## src/rtl/ldo_pass_sequencer.sv

```systemverilog
// Closed-loop digital LDO pass-array sequencer: coarse search, fine +/-1 tracking, limit-cycle lock.
// Optional LDO_PASS_ROTATE_EN adds a data-weighted-averaging rotation of the thermometer enable word.
module ldo_pass_sequencer #(
    parameter int N_PASS      = 32,
    parameter int CW          = 6,
    parameter int COARSE_STEP = 4,
    parameter int LC_WINDOW   = 8,
    parameter int UNLOCK_RUN  = 4
) (
    input  logic              clk,
    input  logic              rst,
    input  logic              en,
    input  logic              comp_in,
    input  logic              test_mode,
    input  logic [N_PASS-1:0] test_code,
    output logic [N_PASS-1:0] pass_code,
    output logic [CW-1:0]     active_count,
    output logic [1:0]        state,
    output logic              locked,
    output logic              sat_hi,
    output logic              sat_lo
);

    localparam int LW = $clog2(LC_WINDOW + 1);
    localparam int RW = $clog2(UNLOCK_RUN + 1);

    typedef enum logic [1:0] {
        IDLE   = 2'd0,
        COARSE = 2'd1,
        FINE   = 2'd2,
        LOCK   = 2'd3
    } state_t;

    state_t            state_reg, state_next;
    logic [CW-1:0]     count_reg, count_next;
    logic [LW-1:0]     lc_reg, lc_next;
    logic [RW-1:0]     run_reg, run_next;
    logic              last_comp_reg, last_comp_next;
    logic [N_PASS-1:0] pass_code_reg, pass_code_next;
    logic [N_PASS-1:0] therm_next;
    logic [N_PASS-1:0] decoded_next;
    logic              flip;

    // Move the count by amt toward comp direction, clamped to 0..N_PASS.
    function automatic logic [CW-1:0] sat_step(input logic [CW-1:0] c, input logic up, input int amt);
        int t;
        t = up ? (int'(c) + amt) : (int'(c) - amt);
        if (t > N_PASS) t = N_PASS;
        if (t < 0)      t = 0;
        return CW'(t);
    endfunction

    assign flip = (comp_in != last_comp_reg);

    always_comb begin
        state_next     = state_reg;
        count_next     = count_reg;
        lc_next        = lc_reg;
        run_next       = run_reg;
        last_comp_next = comp_in;

        if (test_mode || !en) begin
            state_next = IDLE;
            count_next = '0;
            lc_next    = '0;
            run_next   = '0;
        end else begin
            case (state_reg)
                IDLE: begin
                    state_next = COARSE;
                end
                COARSE: begin
                    if (flip) begin
                        count_next = sat_step(count_reg, comp_in, 1);
                        state_next = FINE;
                        lc_next    = LW'(1);
                    end else begin
                        count_next = sat_step(count_reg, comp_in, COARSE_STEP);
                    end
                end
                FINE: begin
                    count_next = sat_step(count_reg, comp_in, 1);
                    if (flip) begin
                        if (int'(lc_reg) + 1 >= LC_WINDOW) begin
                            state_next = LOCK;
                            lc_next    = '0;
                        end else begin
                            lc_next = lc_reg + LW'(1);
                        end
                    end else begin
                        lc_next = '0;
                    end
                end
                LOCK: begin
                    if (!flip) begin
                        if (int'(run_reg) + 1 >= UNLOCK_RUN) begin
                            state_next = FINE;
                            count_next = sat_step(count_reg, comp_in, 1);
                            run_next   = '0;
                        end else begin
                            run_next = run_reg + RW'(1);
                        end
                    end else begin
                        run_next = '0;
                    end
                end
                default: begin
                    state_next = IDLE;
                    count_next = '0;
                end
            endcase
        end
    end

    // Thermometer decode of the next-state count so pass_code lines up with active_count.
    genvar gi;
    generate
        for (gi = 0; gi < N_PASS; gi++) begin : g_therm
            assign therm_next[gi] = (CW'(gi) < count_next);
        end
    endgenerate

`ifdef LDO_PASS_ROTATE_EN
    logic [CW-2:0]       rot_ptr_reg, rot_ptr_next;
    logic [2*N_PASS-1:0] rot_dbl;

    always_comb begin
        int delta;
        delta = (count_next > count_reg) ? int'(count_next) - int'(count_reg)
                                         : int'(count_reg) - int'(count_next);
        if (test_mode || !en || state_reg == IDLE)
            rot_ptr_next = '0;
        else
            rot_ptr_next = (CW-1)'((int'(rot_ptr_reg) + delta) % N_PASS);
        rot_dbl      = {therm_next, therm_next} << rot_ptr_next;
        decoded_next = rot_dbl[2*N_PASS-1:N_PASS];
    end

    always_ff @(posedge clk) begin
        if (rst) rot_ptr_reg <= '0;
        else     rot_ptr_reg <= rot_ptr_next;
    end
`else
    assign decoded_next = therm_next;
`endif

    assign pass_code_next = test_mode ? test_code : decoded_next;

    always_ff @(posedge clk) begin
        if (rst) begin
            state_reg     <= IDLE;
            count_reg     <= '0;
            lc_reg        <= '0;
            run_reg       <= '0;
            last_comp_reg <= 1'b0;
            pass_code_reg <= '0;
        end else begin
            state_reg     <= state_next;
            count_reg     <= count_next;
            lc_reg        <= lc_next;
            run_reg       <= run_next;
            last_comp_reg <= last_comp_next;
            pass_code_reg <= pass_code_next;
        end
    end

    assign pass_code    = pass_code_reg;
    assign active_count = count_reg;
    assign state        = state_reg;
    assign locked       = (state_reg == LOCK);
    assign sat_hi       = (int'(count_reg) == N_PASS);
    assign sat_lo       = (count_reg == '0) && (state_reg != IDLE);

endmodule

```

## config.mk

```make
export PLATFORM = sky130hd
export DESIGN_NAME = ldo_pass_sequencer
export DESIGN_NICKNAME = d
export VERILOG_FILES = /design/src/rtl/ldo_pass_sequencer.sv
export SDC_FILE = /design/constraint.sdc
export NUM_CORES = 1
export LEC_CHECK = 0
export ABC_AREA = 1
export BUFFER_PORTS_ARGS = -buffer_cell sky130_fd_sc_hd__buf_2
export CORE_ASPECT_RATIO = 0.9
export CORE_MARGIN = 3
export CORE_UTILIZATION = 45
export DETAILED_ROUTE_END_ITERATION = 10
export GPL_ROUTABILITY_DRIVEN = 0
export GPL_TIMING_DRIVEN = 0
export PLACE_DENSITY = 0.73
export SLEW_MARGIN = 10
export SYNTH_ARGS = -nofsm -noshare
export SYNTH_HDL_FRONTEND = slang
export SYNTH_SLANG_ARGS = --single-unit
```

## constraint.sdc

```tcl
create_clock -name clk -period 2.2 [get_ports clk]
set_clock_uncertainty 0.1 [all_clocks]
set_input_delay 0.33 -clock clk [delete_from_list [all_inputs] [get_ports clk]]
set_output_delay 0.33 -clock clk [all_outputs]
set_load 0.05 [all_outputs]
```

## Yosys cells after proc, flatten, opt, wreduce, memory -nomap -nowiden

Index checks and enable logic that the tools add are counted.

- Logic and storage cells: 112
- Flip-flop bits (word level): 48

- Multiplexer cells: 38
- $add $sub $neg: 8
- Reduce and logical (&&, ||, !) cells: 10
- $lt $le $gt $ge: 40
- Eq/ne operators: 10

Operators by type and width:

| kind | number |
|---|---|
| 32-bit two-way mux | 17 |
| 32-bit by 1-bit < comparator with 1-bit output, second input constant | 4 |
| 5-bit by 6-bit < comparator with 1-bit output, first input constant | 16 |
| 32-bit by 7-bit greater-than comparator with 1-bit output, second input constant | 2 |
| 4-bit by 6-bit < comparator with 1-bit output, first input constant | 8 |
| 6-bit two-way mux | 8 |
| 3-bit by 6-bit < comparator with 1-bit output, first input constant | 4 |
| 6-bit case mux with 3 select lines | 1 |
| 1-bit by 6-bit < comparator with 1-bit output, first input constant | 2 |
| 2-bit by 6-bit < comparator with 1-bit output, first input constant | 2 |
| 4-bit two-way mux | 3 |
| 2-bit two-way mux | 5 |
| 2-bit != test, second input constant | 4 |
| 2-bit case mux with 4 select lines | 1 |
| 4-bit case mux with 2 select lines | 1 |
| 6-bit by 1-bit adder with 7-bit output, second input constant | 1 |
| 6-bit by 3-bit adder with 7-bit output, second input constant | 1 |
| 6-bit by 1-bit subtractor with 7-bit output, second input constant | 1 |
| 6-bit by 3-bit subtractor with 7-bit output, second input constant | 1 |
| 6-bit == test, second input constant | 1 |
| 6-bit zero test | 1 |
| 3-bit two-way mux | 2 |
| 4-bit by 1-bit adder with 5-bit output, second input constant | 1 |
| 5-bit by 4-bit >= comparator with 1-bit output, second input constant | 1 |
| other kinds (16) | 18 |

## Depth between registers and ports, before layout

Gate-level depths: netlist of the first run.

- Word-level depth: 16
- Mapped depth: 20

## Worst setup path before layout of the first run

No wires, ideal clock.

- Kind: register to register
- Start point: register count_reg[2], in the netlist active_count[2]
- End point: register pass_code_reg[1], in the netlist pass_code[1]
- Required time: 1.969 ns
- Path buffers: 0
- Slack: -0.409 ns
- Period minus slack after synthesis: 2.609 ns
- Cell stages (with the launch flop): 19
- Data arrival time: 2.378 ns
- Path through: dfxtp_1 -> inv_1 -> ha_1 -> inv_1 -> nand2_1 -> nand2_1 -> nor2_1 -> nand3_1 -> nand3_2 -> nand3_1 -> nand2_1 -> inv_1 -> nand2_4 -> nand2_8 -> inv_4 -> nor2_8 -> nand2_4 -> inv_2 -> a21oi_2

- Cells in the longest elaborated chain, start to end: 16

RTL lines:

| what | RTL line | source |
|---|---|---|
| start: declaration | 35 | `logic [CW-1:0] count_reg, count_next;` |
| start signal: assignment | 159 | `count_reg <= count_next;` |
| 6-bit by 1-bit subtractor with 7-bit output or 6-bit by 1-bit adder with 7-bit output (tied branches) | 47 | `t = up ? (int'(c) + amt) : (int'(c) - amt);` |
| 32-bit two-way mux | 47 |  |
| 32-bit by 7-bit greater-than comparator with 1-bit output | 48 | `if (t > N_PASS) t = N_PASS;` |
| 32-bit two-way mux | 48 |  |
| 32-bit two-way mux | 96 | `if (int'(run_reg) + 1 >= UNLOCK_RUN) begin` |
| 32-bit two-way mux | 95 | `if (!flip) begin` |
| 32-bit two-way mux | 68 | `case (state_reg)` |
| 32-bit two-way mux | 62 | `if (test_mode \|\| !en) begin` |
| 32-bit by 1-bit < comparator with 1-bit output | 49 | `if (t < 0) t = 0;` |
| 6-bit two-way mux | 49 |  |
| 6-bit two-way mux | 96 |  |
| 6-bit two-way mux | 95 |  |
| 6-bit case mux with 3 select lines * | 68 |  |
| 6-bit two-way mux * | 62 |  |
| 1-bit by 6-bit < comparator with 1-bit output * | 119 | `assign therm_next[gi] = (CW'(gi) < count_next);` |
| 32-bit two-way mux * | 147 | `assign pass_code_next = test_mode ? test_code : decoded_next;` |
| end signal: assignment | 163 | `pass_code_reg <= pass_code_next;` |
| end: declaration | 39 | `logic [N_PASS-1:0] pass_code_reg, pass_code_next;` |

Every way passes the cells marked *; elsewhere a longest branch is shown, timed or not. The select of a mux whose other input is x is not followed.
A chain may end at the register's enable or synchronous reset.

## Worst setup path in the final report of the first run

- Start point: register count_reg[0], in the netlist active_count[0]
- End point: register pass_code_reg[26], in the netlist pass_code[26]

- Cells in the longest elaborated chain, start to end: 16

RTL lines:

| what | RTL line |
|---|---|
| 6-bit by 1-bit subtractor with 7-bit output or 6-bit by 1-bit adder with 7-bit output (tied branches) | 47 |
| 32-bit two-way mux | 47 |
| 32-bit by 7-bit greater-than comparator with 1-bit output | 48 |
| 32-bit two-way mux | 48 |
| 32-bit two-way mux | 96 |
| 32-bit two-way mux | 95 |
| 32-bit two-way mux | 68 |
| 32-bit two-way mux | 62 |
| 32-bit by 1-bit < comparator with 1-bit output | 49 |
| 6-bit two-way mux | 49 |
| 6-bit two-way mux | 96 |
| 6-bit two-way mux | 95 |
| 6-bit case mux with 3 select lines * | 68 |
| 6-bit two-way mux * | 62 |
| 5-bit by 6-bit < comparator with 1-bit output * | 119 |
| 32-bit two-way mux * | 147 |

Marked as above.

==> results of run 1 <==
[worst min-delay path by stage]
| stage | startpoint | to | slack, ps | cells past startpoint |
|---|---|---|---|---|
| after global routing | test_code[9] | pass_code[9] | 120 | 3 |
| after detailed placement | lc_reg[3] | lc_reg[3] | 370 | 2 |
| after global placement | lc_reg[3] | lc_reg[3] | 360 | 2 |
| after CTS | test_code[14] | pass_code[14] | 110 | 3 |
| after floorplan | test_code[19] | pass_code[19] | 340 | 2 |
| final | test_code[14] | pass_code[14] | 110 | 3 |
[repair_timing]
action	4_1_cts	5_1_grt
pin swaps	7	23
setup endpoints to repair	31	31
hold buffers	0	0
gates resized for setup	22	61
setup buffers	9	9
[tightest hold or removal path, stage by stage]
cell	delay (ps)
buf_2	70
nand2_1	40
nand2_1	50
[Yosys cell counts, drive strengths merged]
cell	instances
inv	50
buf	4
a22oi	1
a31oi	1
a211oi	3
nand3	52
o21ai	12
dlygate4sd1	2
nor3	8
dfxtp	48
a21boi	2
ha	9
clkbuf	1
xor2	1
nor2	36
a21oi	22
nand2	158
[area by class of cell]
class / count / area share
clock inverter: 1 / 0.002217
timing repair buffer: 96 / 0.1362
multi-input combinational: 305 / 0.4943
clock buffer: 7 / 0.02185
buffer: 7 / 0.01298
inverter: 50 / 0.05731
tap: 84 / 0.02660
sequential: 48 / 0.2486
[through the flow]
stage	power, uW	utilization	hold slack (ps)	instance area [um^2]	cells
after floorplan	1176	-	340.2	2905	410
after global placement	1265	0.5744	356.3	3401	572
after detailed placement	1268	0.5744	365.9	3401	572
after CTS	1819	0.6154	111.8	3643	589
after global routing	1912	0.6674	118.4	3951	598
final	1846	0.6674	108.2	3951	598
[cells in the final DEF (no fill, tap or decap), types with 4 or more instances in the layout]
cell | Yosys | routed
o21ai_0 | 6 | 5
ha_4 | 0 | 4
dfxtp_1 | 48 | 39
o21ai_1 | 5 | 5
inv_4 | 1 | 5
buf_4 | 2 | 19
nand2_2 | 9 | 22
buf_2 | 0 | 78
nor3_2 | 2 | 4
a21oi_2 | 3 | 5
inv_2 | 15 | 15
nor2_4 | 5 | 9
nand2_4 | 8 | 11
nor2_2 | 6 | 4
dfxtp_2 | 0 | 5
clkbuf_8 | 0 | 6
nor2_1 | 23 | 21
inv_1 | 34 | 25
nand3_2 | 7 | 21
a21oi_1 | 18 | 16
nand3_1 | 45 | 28
dfxtp_4 | 0 | 4
nand2_1 | 139 | 122
[cells by family (layout without fill, tap and decap cells)]
kind of cell | after synthesis | after routing | synth area share
simple gates | 254 | 254 | 0.4520
buf+inv | 57 | 161 | 0.08420
flops | 48 | 48 | 0.3351
compound gates | 41 | 41 | 0.08640
fa+ha+maj | 9 | 9 | 0.03927
xor+xnor | 1 | 1 | 0.003055
[power groups by stage]
| stage | Sequential (uW) | Combinational [uW] | Clock [uW] |
|---|---|---|---|
| floorplan | 1030 | 144 | 0 |
| finish | 905 | 381 | 560 |
| global placement | 926 | 340 | 0 |
| CTS | 904 | 352 | 562 |
| global route | 908 | 408 | 595 |
| detailed placement | 925 | 344 | 0 |
[routing by layer]
| metal | wire length [um] | part of all wire | vias up | GRT usage |
|---|---|---|---|---|
| li1 | - | - | 1503 | - |
| met1 | 3690 | 0.46 | 1365 | 0.2706 |
| met2 | 3861 | 0.48 | 85 | 0.3438 |
| met3 | 358 | 0.044 | 17 | 0.03388 |
| met4 | 152 | 0.019 | 0 | 0.05046 |
| met5 | 0 | 0 | - | 0 |
==> flow_summary.json, run 1 <==
{
  "p_clk_frac": 0.303,
  "clk_latency_ps": 310,
  "cts_tree": "built",
  "grt_setup_unrepaired": "true",
  "synth_top_area_share": 0.3351,
  "hp-class": "in2reg",
  "r2r-start": "active_count[0]",
  "cp-start-kind": "flop",
  "nFillCells": 495,
  "drc_errors": 0,
  "grt_max_degree": 16,
  "clock_path_buffers": 2,
  "vdd_ir_drop_max_mv": 0.3179,
  "crit_chain": "inv_6, ha_4, inv_2, nand2_2, nand2_2, nor2_1, nand3_1, nor2_1, nand2_1, nand2_4, nand3_4, nand2_4, nand2_8, nor2_4, nand3_1, nand2_1, nand2_1",
  "cts.sinks": 48,
  "antenna_left": 0,
  "violations": "setup timing",
  "rr_worst_depth": 17,
  "period_share": 1.046,
  "startpoint": "active_count[0]",
  "ys_warn_count": 0,
  "netSwitchingFraction": 0.3150,
  "dr.pass1.iters": 4,
  "regToRegSetupSlack_ps": -100,
  "crit_required_ps": 2310,
  "die_w_um": 90.15,
  "synth_cells": 410,
  "crit_family": "simple AND/OR/NAND/NOR gates",
  "critPathMostFrequentCell": "nand2_1",
  "cts_root_buf": "clkbuf_8",
  "p_comb_frac": 0.207,
  "p_leak_uw": 0.002051,
  "cpPeakStageDelay_ps": 400,
  "initial_core_util": 0.4844,
  "grt_pass1_wl_mm": 12.31,
  "fin_setup_tns_ps": -1428,
  "slowest_stage": "dfxtp_4",
  "seq_power_share": 0.490,
  "port_buffers": 78,
  "drive_gt1_frac": 0.4611,
  "worstReg2RegEnd": "pass_code[26]",
  "hold_violations": 0,
  "first_iter_violations": 116,
  "rows": 26,
  "end_kind": "flop",
  "arrival_ps": 2410,
  "p_per_area_nw_per_um2": 467.1,
  "design.core.area_um2": 5921,
  "final-seq-area_um2": 982.2,
  "grt_pass1_vias": 2723,
  "wire_per_inst_um": 13.48,
  "maxSlewViolCount": 0,
  "synthDistinctLibCells": 35,
  "crit_cells": 17,
  "yosys-top-cells-area": "dfxtp_1, nand2_1, nand3_1, inv_1, ha_1",
  "internal_power_uw": 1264,
  "timing.fmax_mhz": 434.7,
  "yosysSeqAreaShare": 0.3351,
  "hpwlAfterDp_mm": 5.689,
  "tightest_slew_ps": 519.6,
  "fin_ws_ps": -100.4,
  "fin_crit_ps": 2300,
  "area_growth_pct": 37.78,
  "nets": 559,
  "status": "complete, but fails checks",
  "diodes": 0,
  "yosysTopAreaCell": "dfxtp_1",
  "clk_pin_slew_worst_paths_ps": 90,
  "gr-total-overflow": 0,
  "die_h_um": 81.73,
  "crit_fanout": 7,
  "die_area_um2": 7368,
  "cts_buffers": 5,
  "viasPerCell": 4.967,
  "path_buf_inv": 2,
  "finalSetupViolCount": 25,
  "synth_nets": 456,
  "critical_path_class": "reg2reg",
  "synth.cell_area_um2": 2868,
  "post-place-ws_ps": -186.3,
  "switching_power_uw": 581.4,
  "antenna_found_initial": 0,
  "grt_usage": 0.2022,
  "relSlewSlack": 0.6536,
  "multi_input_area_um2": 1953,
  "setup.worst_path.end": "pass_code[26]",
  "ys_ff_latch": 48,
  "vias": 2970,
  "avgSynthCellArea_um2": 6.995,
  "wirelength_mm": 8.063,
  "max_cap_viol_count": 0,
  "htree_levels": 2,
  "largest_register_ffs": 32,
  "io_pins": 80
}
No activity file was read; power rests on OpenSTA's default activity.
==> run 2: changes to the inputs <==
--- a/config.mk
+++ b/config.mk
@@ -8,7 +8,7 @@
 export ABC_AREA = 1
 export BUFFER_PORTS_ARGS = -buffer_cell sky130_fd_sc_hd__buf_2
 export CORE_ASPECT_RATIO = 0.9
-export CORE_MARGIN = 3
+export CORE_MARGIN = 2
 export CORE_UTILIZATION = 45
 export DETAILED_ROUTE_END_ITERATION = 10
 export GPL_ROUTABILITY_DRIVEN = 0
==> run 2 against run 1 <==
The run now ends clean; clock power grew 4.5%; sequential power barely moved; worst hold slack improved by 1.3 ps; non-clock buffer count stayed put; critical path depth increased by 1; first-iteration DRC count rose by 35%; count of clock-buffer cells in the layout is the same; die area down 4.6%; wire length shrank 5.0%; power increased by 0.74%; flip-flop and latch count unchanged; largest cell class unchanged.
==> flow_summary.json, run 2 (synthesis gave the netlist of run 1 again) <==
{
  "regToRegSetupSlack_ps": 10,
  "first_iter_violations": 157,
  "grt_usage": 0.2103,
  "grt_max_degree": 15,
  "clock_path_buffers": 2,
  "nets": 559,
  "htree_levels": 2,
  "maxSlewViolCount": 0,
  "cpPeakStageDelay_ps": 390,
  "placed_cells": 575,
  "finalNonFillerCells": 601,
  "fin_crit_ps": 2190,
  "crit_required_ps": 2350,
  "drc_errors": 0,
  "rows": 27,
  "crit_fanout": 8,
  "cts.sinks": 48,
  "hp-class": "in2reg",
  "rr_worst_depth": 18,
  "grt_pass1_wl_mm": 11.61,
  "drive_gt1_frac": 0.4358,
  "layout_commonest_cell": "nand2_1",
  "p_per_area_nw_per_um2": 475.9,
  "period_share": 0.9952,
  "initial_core_util": 0.4664,
  "die_area_um2": 7028,
  "die_w_um": 88.15,
  "finalSetupViolCount": 0,
  "die_h_um": 79.73,
  "antenna_left": 0,
  "io_pins": 80,
  "arrival_ps": 2340,
  "max_cap_viol_count": 0,
  "holdWs_ps": 109.5,
  "antenna_found_initial": 0,
  "slowest_stage": "dfxtp_4",
  "min_path_cells": 3,
  "vdd_ir_drop_max_mv": 0.3480,
  "final_cell_mix": "nand2_1, buf_2, dfxtp_1",
  "clk_pin_slew_worst_paths_ps": 90,
  "design.core.area_um2": 6148,
  "wire_per_inst_um": 12.75,
  "tightest_slew_ps": 618.4,
  "hpwlAfterDp_mm": 5.575,
  "port_buffers": 78,
  "dr.pass1.iters": 5,
  "p_leak_uw": 0.002055,
  "cts_buffers": 5,
  "largest_register_ffs": 32,
  "gr-total-overflow": 0,
  "grt_setup_unrepaired": "true",
  "status": "finished, final reports clean",
  "cts_root_buf": "clkbuf_8",
  "vias": 2963,
  "cts_tree": "built",
  "diodes": 0,
  "end_kind": "flop",
  "clk_latency_ps": 310,
  "area_growth_pct": 36.26,
  "relSlewSlack": 0.5877,
  "wirelength_mm": 7.663,
  "timing.fmax_mhz": 456.7,
  "critical_path_class": "reg2reg",
  "fin_setup_tns_ps": 0,
  "crit_chain": "inv_2, ha_4, inv_2, nand2_2, nand2_2, nor2_1, nand3_1, nor2_1, nand2_1, nand2_4, nand3_2, nand2_2, nand2_4, nand2_8, inv_2, o21ai_2, nand3_1, nand2_1",
  "cp-start-kind": "flop",
  "grt_pass1_vias": 2570,
  "hold_violations": 0,
  "viasPerCell": 4.930
}
[run 2: cell counts in the layout (fill, tap and decap cells not counted)]
No cell type changed its count.
[run 2: critical path, delay by kind of cell (launching register included)]
family | cells | cell delay [ps]
AO/OA/AOI/OAI | 1 | 80
adder cells (fa/ha/maj) | 1 | 270
buffers and inverters | 3 | 210
flip-flops | 1 | 390
AND/OR/NAND/NOR | 13 | 1100
[run 2: final cells by class]
type	instances	area (um^2)
Fill cell	567	2241
Multi-Input combinational cell	305	1904
Sequential cell	48	982.2
Timing Repair Buffer	96	541.8
Inverter	50	216.5
Tap cell	87	108.9
Clock buffer	7	97.59
Buffer	7	51.30
Clock inverter	1	5.005
[run 2: final timing paths]
| kind | startpoint | to |
|---|---|---|
| hold reg to reg | run_reg[0] | run_reg[0] |
| hold / removal | test_code[19] | pass_code[19] |
| setup / recovery | active_count[1] | pass_code[14] |
| setup reg to reg | active_count[1] | pass_code[14] |
[run 2: through the flow]
| step | setup slack (ps) | cell area [um^2] | total power (uW) | utilization |
|---|---|---|---|---|
| 2_1_floorplan | 1.902 | 2905 | 1176 | - |
| 3_3_place_gp | -159.8 | 3405 | 1264 | 0.5537 |
| 3_5_place_dp | -199.8 | 3405 | 1267 | 0.5537 |
| 4_1_cts | 9.718 | 3674 | 1851 | 0.5975 |
| 5_1_grt | -163.9 | 3908 | 1932 | 0.6355 |
| 6_report | 10.45 | 3908 | 1859 | 0.6355 |
[run 2: routing by layer]
| metal | track usage | up-vias | part of all wire |
|---|---|---|---|
| li1 | - | 1504 | - |
| met1 | 0.3045 | 1366 | 0.45 |
| met2 | 0.3258 | 79 | 0.48 |
| met3 | 0.03826 | 14 | 0.053 |
| met4 | 0.04697 | 0 | 0.018 |
| met5 | 0 | - | 0 |
[run 2: power breakdown]
part	total, uW	switching (uW)	internal (uW)
combinational	370	263	107
sequential	905	9.96	895
clock	585	293	292
[run 2: repair_timing]
action / CTS / global route
resized for setup: 20 / 47
setup buffers: 11 / 7
hold buffers: 0 / 0
pin swaps: 10 / 17
endpoints found under the setup margin: 31 / 31
